**config.mk**
```make
export PLATFORM = sky130hd
export DESIGN_NAME = coffee_ctrl_fsm_flat
export DESIGN_NICKNAME = d
export VERILOG_FILES = /design/src/rtl/coffee_pkg.sv /design/src/rtl/coffee_ctrl_fsm_if.sv /design/src/rtl/coffee_dispense_timer.sv /design/src/rtl/coffee_ctrl_fsm.sv /design/src/flat_wrapper.sv
export SDC_FILE = /design/constraint.sdc
export NUM_CORES = 1
export LEC_CHECK = 0
export ABC_AREA = 1
export CAP_MARGIN = 5
export CORE_ASPECT_RATIO = 0.9
export CORE_MARGIN = 3
export CORE_UTILIZATION = 40
export DETAILED_ROUTE_END_ITERATION = 10
export PLACE_DENSITY_LB_ADDON = 0.1
export SLEW_MARGIN = 30
export SYNTH_ARGS = -nofsm -noshare
export SYNTH_HDL_FRONTEND = slang
export SYNTH_HIERARCHICAL = 1
export SYNTH_SLANG_ARGS = --single-unit
```
**constraint.sdc**
```tcl
create_clock -name Ctrl_clock -period 5.7 [get_ports Ctrl_clock]
set_clock_uncertainty 0.2 [all_clocks]
set_input_delay 0.57 -clock Ctrl_clock [delete_from_list [all_inputs] [get_ports Ctrl_clock]]
set_output_delay 0.57 -clock Ctrl_clock [all_outputs]
set_load 0.02 [all_outputs]
```
**src/rtl/coffee_pkg.sv**
```systemverilog
// coffee_pkg: shared state encoding, datapath control codes and output decode for the coffee controller.
package coffee_pkg;

    typedef enum logic [2:0] {
        S_IDLE,
        S_LOAD,
        S_CHECK,
        S_CHANGE,
        S_DISPENSE,
        S_CLEAR,
        S_REFUND
    } state_t;

    localparam int PRICE = 3;
    localparam logic SEL_ONE = 1'b0;
    localparam logic SEL_TWO = 1'b1;
    localparam logic UD_UP = 1'b1;
    localparam logic UD_DOWN = 1'b0;

    typedef struct packed {
        logic sel_en;
        logic sel_sel;
        logic cnt_ld;
        logic cnt_en;
        logic cnt_ud;
        logic coffee;
        logic change;
        logic busy;
    } ctrl_out_t;

    // Every counter step this block issues is a decrement, so cnt_ud never leaves UD_DOWN.
    function automatic ctrl_out_t decode_outputs(state_t s, logic sel, logic gap);
        ctrl_out_t o;
        o.sel_en = s == S_LOAD;
        o.sel_sel = s == S_LOAD ? sel : SEL_ONE;
        o.cnt_ld = s == S_LOAD;
        o.change = s == S_CHANGE || (s == S_REFUND && !gap);
        o.cnt_en = o.change || s == S_CLEAR;
        o.cnt_ud = UD_DOWN;
        o.coffee = s == S_DISPENSE;
        o.busy = s != S_IDLE;
        return o;
    endfunction

endpackage

```
**src/rtl/coffee_ctrl_fsm_if.sv**
```systemverilog
// coffee_ctrl_fsm_if: coin/comparator inputs and datapath control outputs of the coffee controller.
interface coffee_ctrl_fsm_if;
    logic Ctrl_coin_one;
    logic Ctrl_coin_two;
    logic Ctrl_cancel;
    logic Ctrl_less_3;
    logic Ctrl_eql_3;
    logic Ctrl_grt_3;
    logic Ctrl_sel_en;
    logic Ctrl_sel_sel;
    logic Ctrl_cnt_ld;
    logic Ctrl_cnt_en;
    logic Ctrl_cnt_ud;
    logic Ctrl_coffee;
    logic Ctrl_change;
    logic Ctrl_busy;

    modport master (
        output Ctrl_coin_one, Ctrl_coin_two, Ctrl_cancel, Ctrl_less_3, Ctrl_eql_3, Ctrl_grt_3,
        input  Ctrl_sel_en, Ctrl_sel_sel, Ctrl_cnt_ld, Ctrl_cnt_en, Ctrl_cnt_ud, Ctrl_coffee,
               Ctrl_change, Ctrl_busy
    );

    modport slave (
        input  Ctrl_coin_one, Ctrl_coin_two, Ctrl_cancel, Ctrl_less_3, Ctrl_eql_3, Ctrl_grt_3,
        output Ctrl_sel_en, Ctrl_sel_sel, Ctrl_cnt_ld, Ctrl_cnt_en, Ctrl_cnt_ud, Ctrl_coffee,
               Ctrl_change, Ctrl_busy
    );
endinterface

```
**src/rtl/coffee_dispense_timer.sv**
```systemverilog
// coffee_dispense_timer: loadable down-counter; done is high during the last counted cycle.
module coffee_dispense_timer #(
    parameter int WIDTH = 8
) (
    input  logic             clk,
    input  logic             rst,
    input  logic             start,
    input  logic [WIDTH-1:0] load_val,
    output logic             done
);
    logic [WIDTH-1:0] cnt_q, cnt_d;

    always_comb cnt_d = start ? load_val : (cnt_q != '0 ? cnt_q - WIDTH'(1) : cnt_q);

    always_ff @(posedge clk or posedge rst) begin
        if (rst) cnt_q <= '0;
        else cnt_q <= cnt_d;
    end

    assign done = cnt_q == WIDTH'(1);
endmodule

```
**src/rtl/coffee_ctrl_fsm.sv**
```systemverilog
// coffee_ctrl_fsm: coin-to-cup sequencer driving the selector/counter datapath.
// Defining COFFEE_CANCEL_EN builds the refund tally and REFUND state.
module coffee_ctrl_fsm
    import coffee_pkg::*;
#(
    parameter int DISPENSE_CYCLES = 8
) (
    input logic Ctrl_clock,
    input logic Ctrl_rst,
    coffee_ctrl_fsm_if.slave bus
);
    state_t state_q, state_d;
    logic sel_q, sel_d;
    ctrl_out_t out_q, out_d;
    logic coin_any, timer_start, timer_done, refund_req, refund_done, gap_d;
    logic [7:0] timer_load;
    logic [2:0] flags;

    assign coin_any = bus.Ctrl_coin_one | bus.Ctrl_coin_two;
    assign flags = {bus.Ctrl_less_3, bus.Ctrl_eql_3, bus.Ctrl_grt_3};
    // One timer serves both the dispense window and the three-step credit clear.
    assign timer_start = state_d != state_q && (state_d == S_DISPENSE || state_d == S_CLEAR);
    assign timer_load = state_d == S_CLEAR ? 8'(PRICE) : 8'(DISPENSE_CYCLES);

    coffee_dispense_timer #(.WIDTH(8)) u_timer (
        .clk(Ctrl_clock),
        .rst(Ctrl_rst),
        .start(timer_start),
        .load_val(timer_load),
        .done(timer_done)
    );

`ifdef COFFEE_CANCEL_EN
    logic [1:0] tally_q, tally_d;
    logic gap_q;

    assign refund_req = bus.Ctrl_cancel && tally_q != 2'd0;
    assign refund_done = gap_q && tally_q == 2'd0;

    always_comb begin
        tally_d = tally_q;
        if (state_q == S_IDLE && coin_any) tally_d = tally_q + (bus.Ctrl_coin_two ? 2'd2 : 2'd1);
        else if (state_d == S_DISPENSE) tally_d = 2'd0;
        else if (state_q == S_REFUND && !gap_q) tally_d = tally_q - 2'd1;
        gap_d = state_q == S_REFUND && !gap_q;
    end

    always_ff @(posedge Ctrl_clock or posedge Ctrl_rst) begin
        if (Ctrl_rst) begin
            tally_q <= 2'd0;
            gap_q <= 1'b0;
        end else begin
            tally_q <= tally_d;
            gap_q <= gap_d;
        end
    end
`else
    logic unused_cancel;
    assign unused_cancel = bus.Ctrl_cancel;
    assign refund_req = 1'b0;
    assign refund_done = 1'b0;
    assign gap_d = 1'b0;
`endif

    always_ff @(posedge Ctrl_clock or posedge Ctrl_rst) begin
        if (Ctrl_rst) begin
            state_q <= S_IDLE;
            sel_q <= SEL_ONE;
            out_q <= '0;
        end else begin
            state_q <= state_d;
            sel_q <= sel_d;
            out_q <= out_d;
        end
    end

    always_comb begin
        state_d = state_q;
        sel_d = sel_q;
        case (state_q)
            S_IDLE: begin
                if (coin_any) begin
                    state_d = S_LOAD;
                    sel_d = bus.Ctrl_coin_two ? SEL_TWO : SEL_ONE;
                end else if (refund_req) begin
                    state_d = S_REFUND;
                end
            end
            S_LOAD: state_d = S_CHECK;
            S_CHECK: state_d = flags == 3'b010 ? S_DISPENSE : (flags == 3'b001 ? S_CHANGE : S_IDLE);
            S_CHANGE: state_d = S_CHECK;
            S_DISPENSE: state_d = timer_done ? S_CLEAR : S_DISPENSE;
            S_CLEAR: state_d = timer_done ? S_IDLE : S_CLEAR;
            S_REFUND: state_d = refund_done ? S_IDLE : S_REFUND;
            default: state_d = S_IDLE;
        endcase
    end

    // Decoding the next state into a register keeps outputs glitch-free without adding latency.
    always_comb out_d = decode_outputs(state_d, sel_d, gap_d);

    assign bus.Ctrl_sel_en = out_q.sel_en;
    assign bus.Ctrl_sel_sel = out_q.sel_sel;
    assign bus.Ctrl_cnt_ld = out_q.cnt_ld;
    assign bus.Ctrl_cnt_en = out_q.cnt_en;
    assign bus.Ctrl_cnt_ud = out_q.cnt_ud;
    assign bus.Ctrl_coffee = out_q.coffee;
    assign bus.Ctrl_change = out_q.change;
    assign bus.Ctrl_busy = out_q.busy;
endmodule

```
**src/flat_wrapper.sv**
```systemverilog
// flat-port wrapper written by rule: the top's interface ports become plain ports
module coffee_ctrl_fsm_flat import coffee_pkg::*;
#(
    parameter int DISPENSE_CYCLES = 8
)
  (Ctrl_clock, Ctrl_rst, bus_Ctrl_coin_one, bus_Ctrl_coin_two, bus_Ctrl_cancel, bus_Ctrl_less_3, bus_Ctrl_eql_3, bus_Ctrl_grt_3, bus_Ctrl_sel_en, bus_Ctrl_sel_sel, bus_Ctrl_cnt_ld, bus_Ctrl_cnt_en, bus_Ctrl_cnt_ud, bus_Ctrl_coffee, bus_Ctrl_change, bus_Ctrl_busy);
  coffee_ctrl_fsm_if bus_i ();
  input logic Ctrl_clock;
  input logic Ctrl_rst;
  input wire logic [$bits(bus_i.Ctrl_coin_one)-1:0] bus_Ctrl_coin_one;
  input wire logic [$bits(bus_i.Ctrl_coin_two)-1:0] bus_Ctrl_coin_two;
  input wire logic [$bits(bus_i.Ctrl_cancel)-1:0] bus_Ctrl_cancel;
  input wire logic [$bits(bus_i.Ctrl_less_3)-1:0] bus_Ctrl_less_3;
  input wire logic [$bits(bus_i.Ctrl_eql_3)-1:0] bus_Ctrl_eql_3;
  input wire logic [$bits(bus_i.Ctrl_grt_3)-1:0] bus_Ctrl_grt_3;
  output wire logic [$bits(bus_i.Ctrl_sel_en)-1:0] bus_Ctrl_sel_en;
  output wire logic [$bits(bus_i.Ctrl_sel_sel)-1:0] bus_Ctrl_sel_sel;
  output wire logic [$bits(bus_i.Ctrl_cnt_ld)-1:0] bus_Ctrl_cnt_ld;
  output wire logic [$bits(bus_i.Ctrl_cnt_en)-1:0] bus_Ctrl_cnt_en;
  output wire logic [$bits(bus_i.Ctrl_cnt_ud)-1:0] bus_Ctrl_cnt_ud;
  output wire logic [$bits(bus_i.Ctrl_coffee)-1:0] bus_Ctrl_coffee;
  output wire logic [$bits(bus_i.Ctrl_change)-1:0] bus_Ctrl_change;
  output wire logic [$bits(bus_i.Ctrl_busy)-1:0] bus_Ctrl_busy;
  assign bus_i.Ctrl_coin_one = bus_Ctrl_coin_one;
  assign bus_i.Ctrl_coin_two = bus_Ctrl_coin_two;
  assign bus_i.Ctrl_cancel = bus_Ctrl_cancel;
  assign bus_i.Ctrl_less_3 = bus_Ctrl_less_3;
  assign bus_i.Ctrl_eql_3 = bus_Ctrl_eql_3;
  assign bus_i.Ctrl_grt_3 = bus_Ctrl_grt_3;
  assign bus_Ctrl_sel_en = bus_i.Ctrl_sel_en;
  assign bus_Ctrl_sel_sel = bus_i.Ctrl_sel_sel;
  assign bus_Ctrl_cnt_ld = bus_i.Ctrl_cnt_ld;
  assign bus_Ctrl_cnt_en = bus_i.Ctrl_cnt_en;
  assign bus_Ctrl_cnt_ud = bus_i.Ctrl_cnt_ud;
  assign bus_Ctrl_coffee = bus_i.Ctrl_coffee;
  assign bus_Ctrl_change = bus_i.Ctrl_change;
  assign bus_Ctrl_busy = bus_i.Ctrl_busy;
  coffee_ctrl_fsm #(.DISPENSE_CYCLES(DISPENSE_CYCLES)) u_core (.Ctrl_clock(Ctrl_clock), .Ctrl_rst(Ctrl_rst), .bus(bus_i));
endmodule
```
# ---- After elaboration in Yosys (flattened, before gate mapping)
# Index checks and enable logic that the tools add are counted.
dict set report totals {
  register_bits 18
  inputBits 8
  output_inout_bits 8
  elab_cells 48
}
dict set report op_classes {
  add_sub_neg 1
  n_eq_ne 15
  mux 13
  bitwise 1
  n_reduce_logical 9
}
# operator count
set op_table {}
lappend op_table {{$eq 3x3->1 const B} 6}
lappend op_table {{$pmux 3 s6} 1}
lappend op_table {{$mux 8} 2}
lappend op_table {{$eq 3x2->1 const B} 4}
lappend op_table {{$eq 3x1->1 const B} 3}
lappend op_table {{$mux 3} 3}
lappend op_table {{$eq 8x1->1 const B} 1}
lappend op_table {{$reduce_bool 8->1} 1}
lappend op_table {{$sub 8x1->8 const B} 1}
lappend op_table {{$mux 1} 5}
lappend op_table {{$mux 4} 1}
lappend op_table {{$logic_not 3->1} 1}
lappend op_table {{$logic_or 1x1->1} 3}
lappend op_table {{$ne 3x3->1} 1}
lappend op_table {{$reduce_bool 3->1} 1}
lappend op_table {{$mux 2} 1}
lappend op_table {{$reduce_bool 2->1} 1}
lappend op_table {{$reduce_or 2->1} 1}
lappend op_table {{$logic_and 1x1->1} 1}
lappend op_table {{$or 1x1->1} 1}

# ---- Longest topological paths before layout
dict set report logic_depth {
  depth_word 8
  mapped_depth 17
}

# ---- Cells and area by module
# Netlist, hierarchy kept.
# mod n_inst cells_each area_per_inst_um2
set modules_own_cells {}
lappend modules_own_cells {coffee_dispense_timer 1 78 559.3}
lappend modules_own_cells {coffee_ctrl_fsm 1 64 475.5}

# ---- Worst setup path after synthesis
# OpenSTA, ideal clock, no wires.
dict set report synth_path {
  path_kind {register to register}
  startpoint {register u_core.u_timer.cnt_q[4]}
  endpoint {register u_core.u_timer.cnt_q[7]}
  arrival_time_ns 1.708
  required_time_ns 5.387
  slack_ns 3.679
  stages_incl_launch_ff 17
  n_path_buf 0
  synth_period_minus_slack_ns 2.021
  cell_sequence {dfrtp_1 -> nor2_1 -> nand3_1 -> nor2_1 -> nor2_2 -> nand2_1 -> nand3_2 -> nand2_2 -> nor2_2 -> inv_2 -> nand2_2 -> nor2_4 -> nand3_4 -> inv_2 -> nor2_1 -> nand2_1 -> inv_1}
}
dict set report synth_via {
  elab_chain_len 7
  word_cells_on_any_way 14
}
# element line_no
set synth_rtl {}
lappend synth_rtl {{start: declaration} coffee_dispense_timer.sv:11} ;# logic [WIDTH-1:0] cnt_q, cnt_d;
lappend synth_rtl {{start signal: assignment} coffee_dispense_timer.sv:17} ;# else cnt_q <= cnt_d;
lappend synth_rtl {{$eq 8x1->1 (*)} coffee_dispense_timer.sv:20} ;# assign done = cnt_q == WIDTH'(1);
lappend synth_rtl {{net u_core.timer_done} coffee_ctrl_fsm.sv:15} ;# logic coin_any, timer_start, timer_done, refund_req, refund_done, gap_d;
lappend synth_rtl {{$mux 3 (*)} coffee_ctrl_fsm.sv:93} ;# S_CLEAR: state_d = timer_done ? S_IDLE : S_CLEAR;
lappend synth_rtl {{$pmux 3 s6 (*)} coffee_ctrl_fsm.sv:80} ;# case (state_q)
lappend synth_rtl {{net u_core.state_d[2]} coffee_ctrl_fsm.sv:12} ;# state_t state_q, state_d;
lappend synth_rtl {{$eq 3x3->1} coffee_ctrl_fsm.sv:22} ;# assign timer_start = state_d != state_q && (state_d == S_DISPENSE || state_d == S_CLEAR);
lappend synth_rtl {{$logic_or 1x1->1} coffee_ctrl_fsm.sv:22}
lappend synth_rtl {{$logic_and 1x1->1 (*)} coffee_ctrl_fsm.sv:22}
lappend synth_rtl {{net u_core.timer_start} coffee_ctrl_fsm.sv:15}
lappend synth_rtl {{$mux 8 / $reduce_bool 2->1 (equally long branches)} n/a}
# Mark *: on every way through the listed nets, which the timed path passes. The rest lies on a longest branch. The select of a mux whose other input is x is not followed.
# A chain may end at the register's enable or synchronous reset.

# ---- Final worst setup path
# Ends and elaborated chain as after synthesis.

==> reports/results.txt <==
The share of total power consumed by net switching was 0.457; the largest fanout on the critical path was 12. The maximum count of clock buffers along a single path is 2. The effective utilization at floorplan is 0.446. The minimum clock period was 2.43 ns; the final worst-path cycle share was 0.427.

The run gives 0 as the number of slew-limit violations in the final report. The internal cell power was 0.328 mW. Part of the total power dissipated in the clock network: 0.105. The run gives 0 as the number of hold violations in the final report. Setup repair after global routing left no endpoint under its margin. The post-synthesis compound-gate area fraction works out to 0.0859. The longest individual stage delay on the worst path works out to 0.42 ns. The total global-route track usage was 0.150.

The total overflow left after global routing is 0. The number of buffers and inverters on the critical path is 3. The horizontal extent of the die is 59.6 um. The run finished with clean final reports.

The run gives 6 as the number of warnings issued by yosys. The portion of netlist area occupied by mux cells is 0, and the simple-gate area share of the yosys netlist is 0.333. The I/O pin count was 16; the cell area after placement was 1200 sq um. For this run, design rule violations remaining after detail routing come to 0.

The run gives 3 as the total CTS buffers. The net switching power of the design came out at 0.276 mW. The launching point of the worst reg2reg path is u_core/u_timer/cnt_q[4]. The run gives 0.646 nW as the leakage component of the power.

Traced cell by cell, the critical path runs through nor2_1 > nand3_1 > nor2_1 > nor2_2 > nand2_1 > nand3_2 > nand2_2 > nor2_2 > inv_2 > nand2_2 > nor2_4 > nand3_4 > inv_2 > nor2_1 > nand2_1 > inv_1. Across the VDD grid, the largest voltage drop is 0.000256 V. The tools report the placeable core region as 2320 sq um. The final net count was 173. The count of nets left with antenna violations once routing finished came out at 0. The area share of fa/ha/maj cells after synthesis was 0.0363. Sort of element at the start of the critical path: a flip-flop. Max-cap violations in this run came to 0. STA puts the critical path data required time at 5.69 ns. The average detailed-routed wire length per instance came out at 10.4 um. The area growth from synthesis to layout came out at 18.4%.

The tools report the arrival time at the worst endpoint as 2.42 ns. The clock latency on the worst-skew pair was 0.29 ns; the number of gates resized after cts was 0. The worst hold path belongs to the class in2async. Number of storage elements in the synthesis netlist: 17. The clock root buffer is sky130_fd_sc_hd__clkbuf_4. The tools report the number of iterations in the first detailed-routing pass as 4. The worst setup path is of the reg2reg kind.

The worst setup path is captured at a flip-flop. The number of design-rule violations left by the first detailed-router iteration came out at 17. The number of instances in the synthesized netlist was 142. After floorplanning, the core was divided into 16 placement rows. The clock input transition at the sequential cells of the worst setup and hold paths was 0.10 ns. The relative contribution of combinational cells to total power was 0.523. Entering global routing, the biggest net connects 13 pins.

Dividing the synthesized area by the synthesized cell count gives 7.29 sq um. Kind of cell adding the most delay to the critical path: simple AND/OR/NAND/NOR gates. For the final routed database, the setup TNS stands at 0 ns. Number of input and output port buffers inserted: 13. The total number of vias came out at 866.

The number of antenna violations at the first check in global routing was 0; the final design area excluding fillers was 1220 sq um. For this design, the CTS-stage hold fixing added 0 buffers. The cell repeated most along the worst path was sky130_fd_sc_hd__nor2_1.

The logs give 0.411 for the sequential share of the synthesized area and 0.858 for the placer congestion estimate. The fraction of layout instances using a drive strength above 1 was 0.143; the sum of net half-perimeters after detailed placement was 1610 um. In this run the vertical extent of the chip is 54.3 um. For this run, the top clock speed supported by timing is 411 MHz.

The run gives 0 as the final setup violation count. The area share of xor/xnor cells in the synthesized design came out at 0.0169. The die covers 3230 sq um. The H-tree depth is 1. For this block, the routed nets add up to 1960 um of wire. The most critical setup path has its startpoint at u_core/u_timer/cnt_q[4]. For the via count of the first global-routing pass, the log shows 838.

TritonCTS built the clock tree. Dividing the detail-routed via count by the number of cells gives 4.61. After synthesis, the largest family of logic cells by area is simple AND/OR/NAND/NOR gates. In this run, distinct cell masters in the synthesized netlist total 21. Post-CTS timing repair inserted 0 buffers for setup.

The power per cell area is 493 nW/um^2, and the sequential group share of total power is 0.371. The synthesized cell area came out at 1030 sq um. For this design, the slowest cell found on the critical path is sky130_fd_sc_hd__dfrtp_1. The first global-routing pass estimated 3570 um of wire. The clock drives 17 sinks. The number of antenna cells inserted was 0.
==> cell usage after synthesis (all sizes together) <==
library cell / n / share of area
xnor2: 1 / 0.0085
buf: 3 / 0.019
o21ai: 13 / 0.067
xor2: 1 / 0.0085
inv: 26 / 0.094
nand3: 12 / 0.080
conb: 1 / 0.0036
a21oi: 4 / 0.019
dfrtp: 17 / 0.41
nor2: 30 / 0.13
nand2: 31 / 0.12
ha: 3 / 0.036
==> routing by layer <==
| metal | wire, um | global-route usage |
|---|---|---|
| met4 | 0 | 0.0221 |
| met3 | 120 | 0.0448 |
| met5 | 0 | 0 |
| met2 | 845 | 0.233 |
| met1 | 993 | 0.212 |
==> power groups by stage <==
stage	Clock [mW]	Combinational (mW)	Sequential, mW
floorplan	0	0.222	0.237
global placement	0	0.311	0.224
detailed placement	0	0.319	0.227
CTS	0.0685	0.320	0.224
global route	0.0734	0.362	0.235
finish	0.0636	0.316	0.224
==> registers in the layout, indices dropped and copies added (netlist names) <==
name,count
u_core/bus.Ctrl_change,1
u_core/state_q,3
u_core/u_timer/cnt_q,8
u_core/bus.Ctrl_coffee,1
u_core/bus.Ctrl_cnt_en,1
u_core/bus.Ctrl_cnt_ld,1
u_core/bus.Ctrl_sel_sel,1
u_core/bus.Ctrl_busy,1
==> stage by stage <==
step                cells  hold WS [ns]   util  setup WS (ns)  total power, mW
finish                188         0.344  0.527           3.27            0.604
global route          188         0.364  0.527           2.97            0.670
CTS                   188         0.345  0.527           3.25            0.612
detailed placement    184         0.367  0.516           2.99            0.545
global placement      184         0.352  0.516           3.06            0.535
floorplan             147         0.186      -           3.68            0.458
==> layout make-up <==
class	count	area, sq um
clock buffers	3	22.5
well taps	27	33.8
flip-flops and latches	17	425
clock inverters	1	5.00
multi-input cells	101	510
inverters	26	97.6
repair buffers	13	130
fillers	225	1100
==> cells by family after synthesis <==
logic type,after synthesis
AO/OA/AOI/OAI,17
XOR/XNOR,2
adder cells (fa/ha/maj),3
buffers and inverters,29
flip-flops,17
other,1
AND/OR/NAND/NOR,73
==> final timing paths <==
check	slack [ns]	cells after the start	end
min in group Ctrl_clock	0.38	2	u_core/u_timer/cnt_q[6]
max	3.27	16	u_core/u_timer/cnt_q[7]
max reg2reg	3.27	16	u_core/u_timer/cnt_q[7]
max in group asynchronous	4.69	2	u_core/u_timer/cnt_q[5]
min reg2reg	0.38	2	u_core/u_timer/cnt_q[6]
min	0.34	2	u_core/bus.Ctrl_coffee
==> layout by cell type (no fill, tap or decap) <==
master and instances:
sky130_fd_sc_hd__nand2_1 28, sky130_fd_sc_hd__nor2_1 24, sky130_fd_sc_hd__inv_1 20, sky130_fd_sc_hd__dfrtp_1 17, sky130_fd_sc_hd__clkdlybuf4s50_1 13, sky130_fd_sc_hd__nand3_1 9
sky130_fd_sc_hd__inv_2 6, sky130_fd_sc_hd__o21ai_0 6, sky130_fd_sc_hd__conb_1 6, sky130_fd_sc_hd__o21ai_1 6, sky130_fd_sc_hd__nor2_2 4, sky130_fd_sc_hd__a21oi_1 4
sky130_fd_sc_hd__clkbuf_4 3, sky130_fd_sc_hd__nand2_2 3, sky130_fd_sc_hd__ha_1 3, sky130_fd_sc_hd__nand3_2 2, sky130_fd_sc_hd__nor2_4 2, sky130_fd_sc_hd__clkinv_2 1
sky130_fd_sc_hd__o21ai_2 1, sky130_fd_sc_hd__nand3_4 1, sky130_fd_sc_hd__xnor2_1 1, sky130_fd_sc_hd__xor2_1 1
No activity file was read; power rests on OpenSTA's default activity.
==> edit 1, RTL diff (same flow settings) <==
Put a register stage on the output `bus.Ctrl_cnt_ld`. The value now appears one clock later.
--- a/src/rtl/coffee_ctrl_fsm.sv
+++ b/src/rtl/coffee_ctrl_fsm.sv
@@ -101,7 +101,9 @@
 
     assign bus.Ctrl_sel_en = out_q.sel_en;
     assign bus.Ctrl_sel_sel = out_q.sel_sel;
-    assign bus.Ctrl_cnt_ld = out_q.cnt_ld;
+    always_ff @(posedge Ctrl_clock) begin
+        bus.Ctrl_cnt_ld <= out_q.cnt_ld;
+    end
     assign bus.Ctrl_cnt_en = out_q.cnt_en;
     assign bus.Ctrl_cnt_ud = out_q.cnt_ud;
     assign bus.Ctrl_coffee = out_q.coffee;
Check against the original RTL: not equivalent (Yosys sat finds a counterexample within 4 cycles, from zero or initial values and one cycle with Ctrl_rst high).
==> edit 1 against the original RTL <==
Combinational power is 2% higher. Cell area grew 2.3%. Routed wire length is 8.3% higher. Via count is 1.5% higher. Area after synthesis up 1.2%. Sequential cell count up 1. Critical path depth stayed put. Worst setup slack got worse by 0.015 ns. Total power increased by 5.6%. Clock power rose by 24%.
==> edit 1: results (changes against the original RTL) <==
status finished, final reports clean (unchanged); met3 Use GR 0.04953 (was 0.04481); YS warnings 6 (unchanged); Net count, final 174 (was 173); met2 wire length 891 um (was 845 um); Hold Slack 0.1914 ns (was 0.3444 ns); vias in the first global route 820 (was 838); WL/cell 11.23 um (was 10.43 um); WL met1 1.080 mm (was 993 um); Largest Register u_core/u_timer/cnt_q (unchanged); FF/Latch Area 445.4 um^2 (was 425.4 um^2); Total Wirelength 2.123 mm (was 1.960 mm); hpwl dp 1.635 mm (was 1.605 mm); first-pass GRT wire length 3.636 mm (was 3.574 mm); Netlist cell types 22 (was 21); post-CTS setup buffer count 0 (unchanged); met3 WL 140 um (was 120 um); Crit path arrival time 2.45 ns (was 2.42 ns); VDD IR max 0.2708 mV (was 0.2556 mV); leakage power 0.6580 nW (was 0.6464 nW); met2 Usage GRT 0.2212 (was 0.2327); min-delay worst type reg2reg (was in2async); cell count after placement 185 (was 184); Synth area leaders dfrtp_1 41%, nand2_1 10%, nor2_1 8.6% (was dfrtp_1 41%, nand2_1 10%, nor2_1 8.7%); Total Routing Usage GR 0.1517 (was 0.1501); synthesized area per cell 7.375 um^2 (was 7.287 um^2); highest routed layer met4 (was met3); clock buffers created by TritonCTS 3 (unchanged); sequential share of the synthesized area 0.4253 (was 0.4111); Via Count 879 (was 866); DR iter-0 viols 38 (was 17); CTS clock-pin slew for the worst setup and hold paths 0.10 ns (about the same); routability cong. 0.8337 (was 0.8582); fillcell total 231 (was 225); met1 Track Usage GR 0.2156 (was 0.2117); Async SR Flop Fraction 0.9444 (was 1.000); Area after DPL 1217 um^2 (was 1197 um^2); pre-CTS setup slack 3.017 ns (was 2.987 ns); share of cells above drive strength 1 0.1420 (was 0.1429)
## edit 1: cell types whose count changed after synthesis
cell	change
buf_4	-1
dfxtp_1	+1
## edit 1: cell families after synthesis
group                      count (synthesis)  synth area share
DFF                                       18            0.4253
other                                      1          0.003581
AOI/OAI and AO/OA                         17           0.08483
adders and majority gates                  3           0.03585
buffers and inverters                     28            0.1051
and+or+nand+nor                           73            0.3286
xor gates and xnor gates                   2           0.01673
## edit 1: cell type report
type / instances / share of cell area
Sequential cell: 18 / 0.3553
Multi-Input combinational cell: 101 / 0.4072
Tap cell: 27 / 0.02695
Inverter: 26 / 0.07784
Clock buffer: 4 / 0.02894
Timing Repair Buffer: 13 / 0.1038
## edit 1: worst max-delay path by stage
stage	startpoint	endpoint	slack, ns
2_1_floorplan	u_core/u_timer/cnt_q[4]$_DFFE_PP0P_	u_core/u_timer/cnt_q[7]$_DFFE_PP0P_	3.68
3_3_place_gp	bus_Ctrl_eql_3	u_core/u_timer/cnt_q[7]$_DFFE_PP0P_	3.05
3_5_place_dp	bus_Ctrl_eql_3	u_core/u_timer/cnt_q[7]$_DFFE_PP0P_	3.02
4_1_cts	u_core/u_timer/cnt_q[4]$_DFFE_PP0P_	u_core/u_timer/cnt_q[7]$_DFFE_PP0P_	3.24
5_1_grt	u_core/u_timer/cnt_q[4]$_DFFE_PP0P_	u_core/u_timer/cnt_q[5]$_DFFE_PP0P_	3.05
6_report	u_core/u_timer/cnt_q[4]$_DFFE_PP0P_	u_core/u_timer/cnt_q[7]$_DFFE_PP0P_	3.25
## edit 1: power by group
group	internal, mW	switching, mW
Clock	0.0389	0.0401
Sequential	0.187	0.0496
Combinational	0.127	0.195
==> edit 2, RTL diff (same flow settings) <==
Made on the original files. Build with the macro `COFFEE_CANCEL_EN` defined.
--- a/src/rtl/coffee_ctrl_fsm.sv
+++ b/src/rtl/coffee_ctrl_fsm.sv
@@ -1,5 +1,7 @@
 // coffee_ctrl_fsm: coin-to-cup sequencer driving the selector/counter datapath.
 // Defining COFFEE_CANCEL_EN builds the refund tally and REFUND state.
+`define COFFEE_CANCEL_EN
+
 module coffee_ctrl_fsm
     import coffee_pkg::*;
 #(
Check against the original RTL: not equivalent (a bounded check fails within 10 cycles, from zero or initial values and one cycle with Ctrl_rst high).
==> edit 2 against the original RTL <==
Cell area grew 29%. First-iteration DRC count grew to 4.5 times the old value. Sequential cell count grew 3. Sequential share of layout area shrank 3.0 points. Worst setup slack lost 0.28 ns. Non-clock buffer count grew 1. Area after synthesis grew 30%. Routed wire length grew 28%. Critical endpoint is now u_core/u_timer/cnt_q[5]$_DFFE_PP0P_. Largest cell class unchanged.
Power is left out: it rests on default switching activity, and per cell area and clock period it moved more than threefold.
==> edit 2: results (changes against the original RTL) <==
r2r worst-path depth 17 (was 16); Async SR Flop Fraction 1.000 (unchanged); post_cts resized 0 (unchanged); Net count, final 217 (was 173); H-tree depth 1 (unchanged); DR vias/cell 4.545 (was 4.606); antenna violations before repair 0 (unchanged); Synth area leaders dfrtp_1 37%, nand2_1 11%, inv_1 7.5% (was dfrtp_1 41%, nand2_1 10%, nor2_1 8.7%); status finished, final reports clean (unchanged); FF-to-FF setup slack 2.99 ns (was 3.27 ns); CTS clock-pin slew for the worst setup and hold paths 0.07 ns (was 0.10 ns); CTS Buffer Depth 2 (unchanged); Total Wirelength 2.499 mm (was 1.960 mm); Crit path arrival time 2.67 ns (was 2.42 ns); sequential share of the synthesized area 0.3721 (was 0.4111); CP Launch Point u_core/u_timer/cnt_q[4]$_DFFE_PP0P_ (unchanged); crit-path max FO 12 (unchanged); pin count of the biggest net entering global routing 13 (unchanged); share of cells above drive strength 1 0.1584 (was 0.1429); Setup crit end u_core/u_timer/cnt_q[5]$_DFFE_PP0P_ (was u_core/u_timer/cnt_q[7]$_DFFE_PP0P_); Netlist cell types 24 (was 21); YS warnings 6 (unchanged); Worst Hold Launch u_core/gap_q$_DFF_PP0_; fillcell total 306 (was 225); root buffer cell clkbuf_8 (was clkbuf_4); DR iter-0 viols 77 (was 17); Total Routing Usage GR 0.1381 (was 0.1501); min-delay worst type reg2reg (was in2async); Regs by FF count u_core/u_timer/cnt_q (8), u_core/state_q (3), u_core/tally_q (2) (was u_core/u_timer/cnt_q (8), u_core/state_q (3)); antenna cells 0 (unchanged); PortBufs 14 (was 13); vias in the first global route 946 (was 838); synth cell count leaders 39 x nand2_1, 27 x inv_1, 25 x nor2_1 (was 28 x nand2_1, 24 x nor2_1, 20 x inv_1); first-pass GRT wire length 4.257 mm (was 3.574 mm); hpwl dp 2.055 mm (was 1.605 mm); Via Count 1109 (was 866); post-CTS setup buffer count 0 (unchanged); clock buffers created by TritonCTS 3 (unchanged); WHS Path Cells 1; hold endpoint u_core/gap_q$_DFF_PP0_; routability cong. 0.8841 (was 0.8582); router iterations before antenna repair 4 (unchanged); Clk Latency, worst-skew pair 0.25 ns (was 0.29 ns)
==> edit 2: cell types whose count changed in the layout (fill, tap and decap cells not counted), sizes merged, moves of 2 or more <==
| cell | unedited run | this run |
|---|---|---|
| dfrtp | 17 | 20 |
| ha | 3 | 5 |
| inv | 26 | 33 |
| nand2 | 31 | 50 |
| nor2 | 30 | 34 |
| xnor2 | 1 | 3 |
==> edit 2: kinds of logic after synthesis <==
kind of cell               after synthesis  share of synthesized area
AOI/OAI and AO/OA                       18                    0.07070
xor gates and xnor gates                 4                    0.02605
adders and majority gates                5                    0.04651
buffers and inverters                   36                     0.1070
DFF                                     20                     0.3721
other                                    1                   0.002788
and+or+nand+nor                         99                     0.3749
==> edit 2: critical path: stages (launching register included) <==
cell     delay (ns)
dfrtp_1        0.41
nor2_1         0.25
nand3_1        0.11
nor2_1         0.20
nor2_1         0.09
nand2_2        0.10
nand2_2        0.09
nor2_4         0.17
nand2_1        0.07
o211a_1        0.17
inv_2          0.19
nand2_2        0.09
nor2_4         0.12
nand3_4        0.12
inv_2          0.08
nor2_1         0.04
nand2_1        0.06
inv_1          0.04
==> edit 2: layer usage <==
| layer | share of wire | global-route usage | wire length (um) | vias up |
|---|---|---|---|---|
| met2 | 0.39 | 0.1779 | 970 | 32 |
| met3 | 0.048 | 0.03467 | 121 | 4 |
| met4 | 0.010 | 0.04335 | 26 | 0 |
| li1 | - | - | - | 589 |
| met5 | 0 | 0 | 0 | - |
| met1 | 0.55 | 0.2203 | 1380 | 484 |
==> edit 2: through the flow <==
stage	instance area, um^2	std cells	setup slack, ns	hold WS, ns
after floorplan	1364	188	3.456	0.1857
final	1578	244	2.986	0.3010
after CTS	1578	244	3.014	0.3055
after global placement	1536	241	2.972	0.2822
after detailed placement	1536	241	2.885	0.2873
after global routing	1578	244	2.785	0.3348
==> edit 2: cell type report <==
| class | count | area (um^2) | area share |
|---|---|---|---|
| Clock buffer | 3 | 41.29 | 0.02617 |
| Inverter | 33 | 123.9 | 0.07851 |
| Multi-Input combinational cell | 132 | 719.4 | 0.4560 |
| Sequential cell | 20 | 500.5 | 0.3172 |
| Tap cell | 42 | 52.55 | 0.03331 |
| Timing Repair Buffer | 14 | 140.1 | 0.08882 |
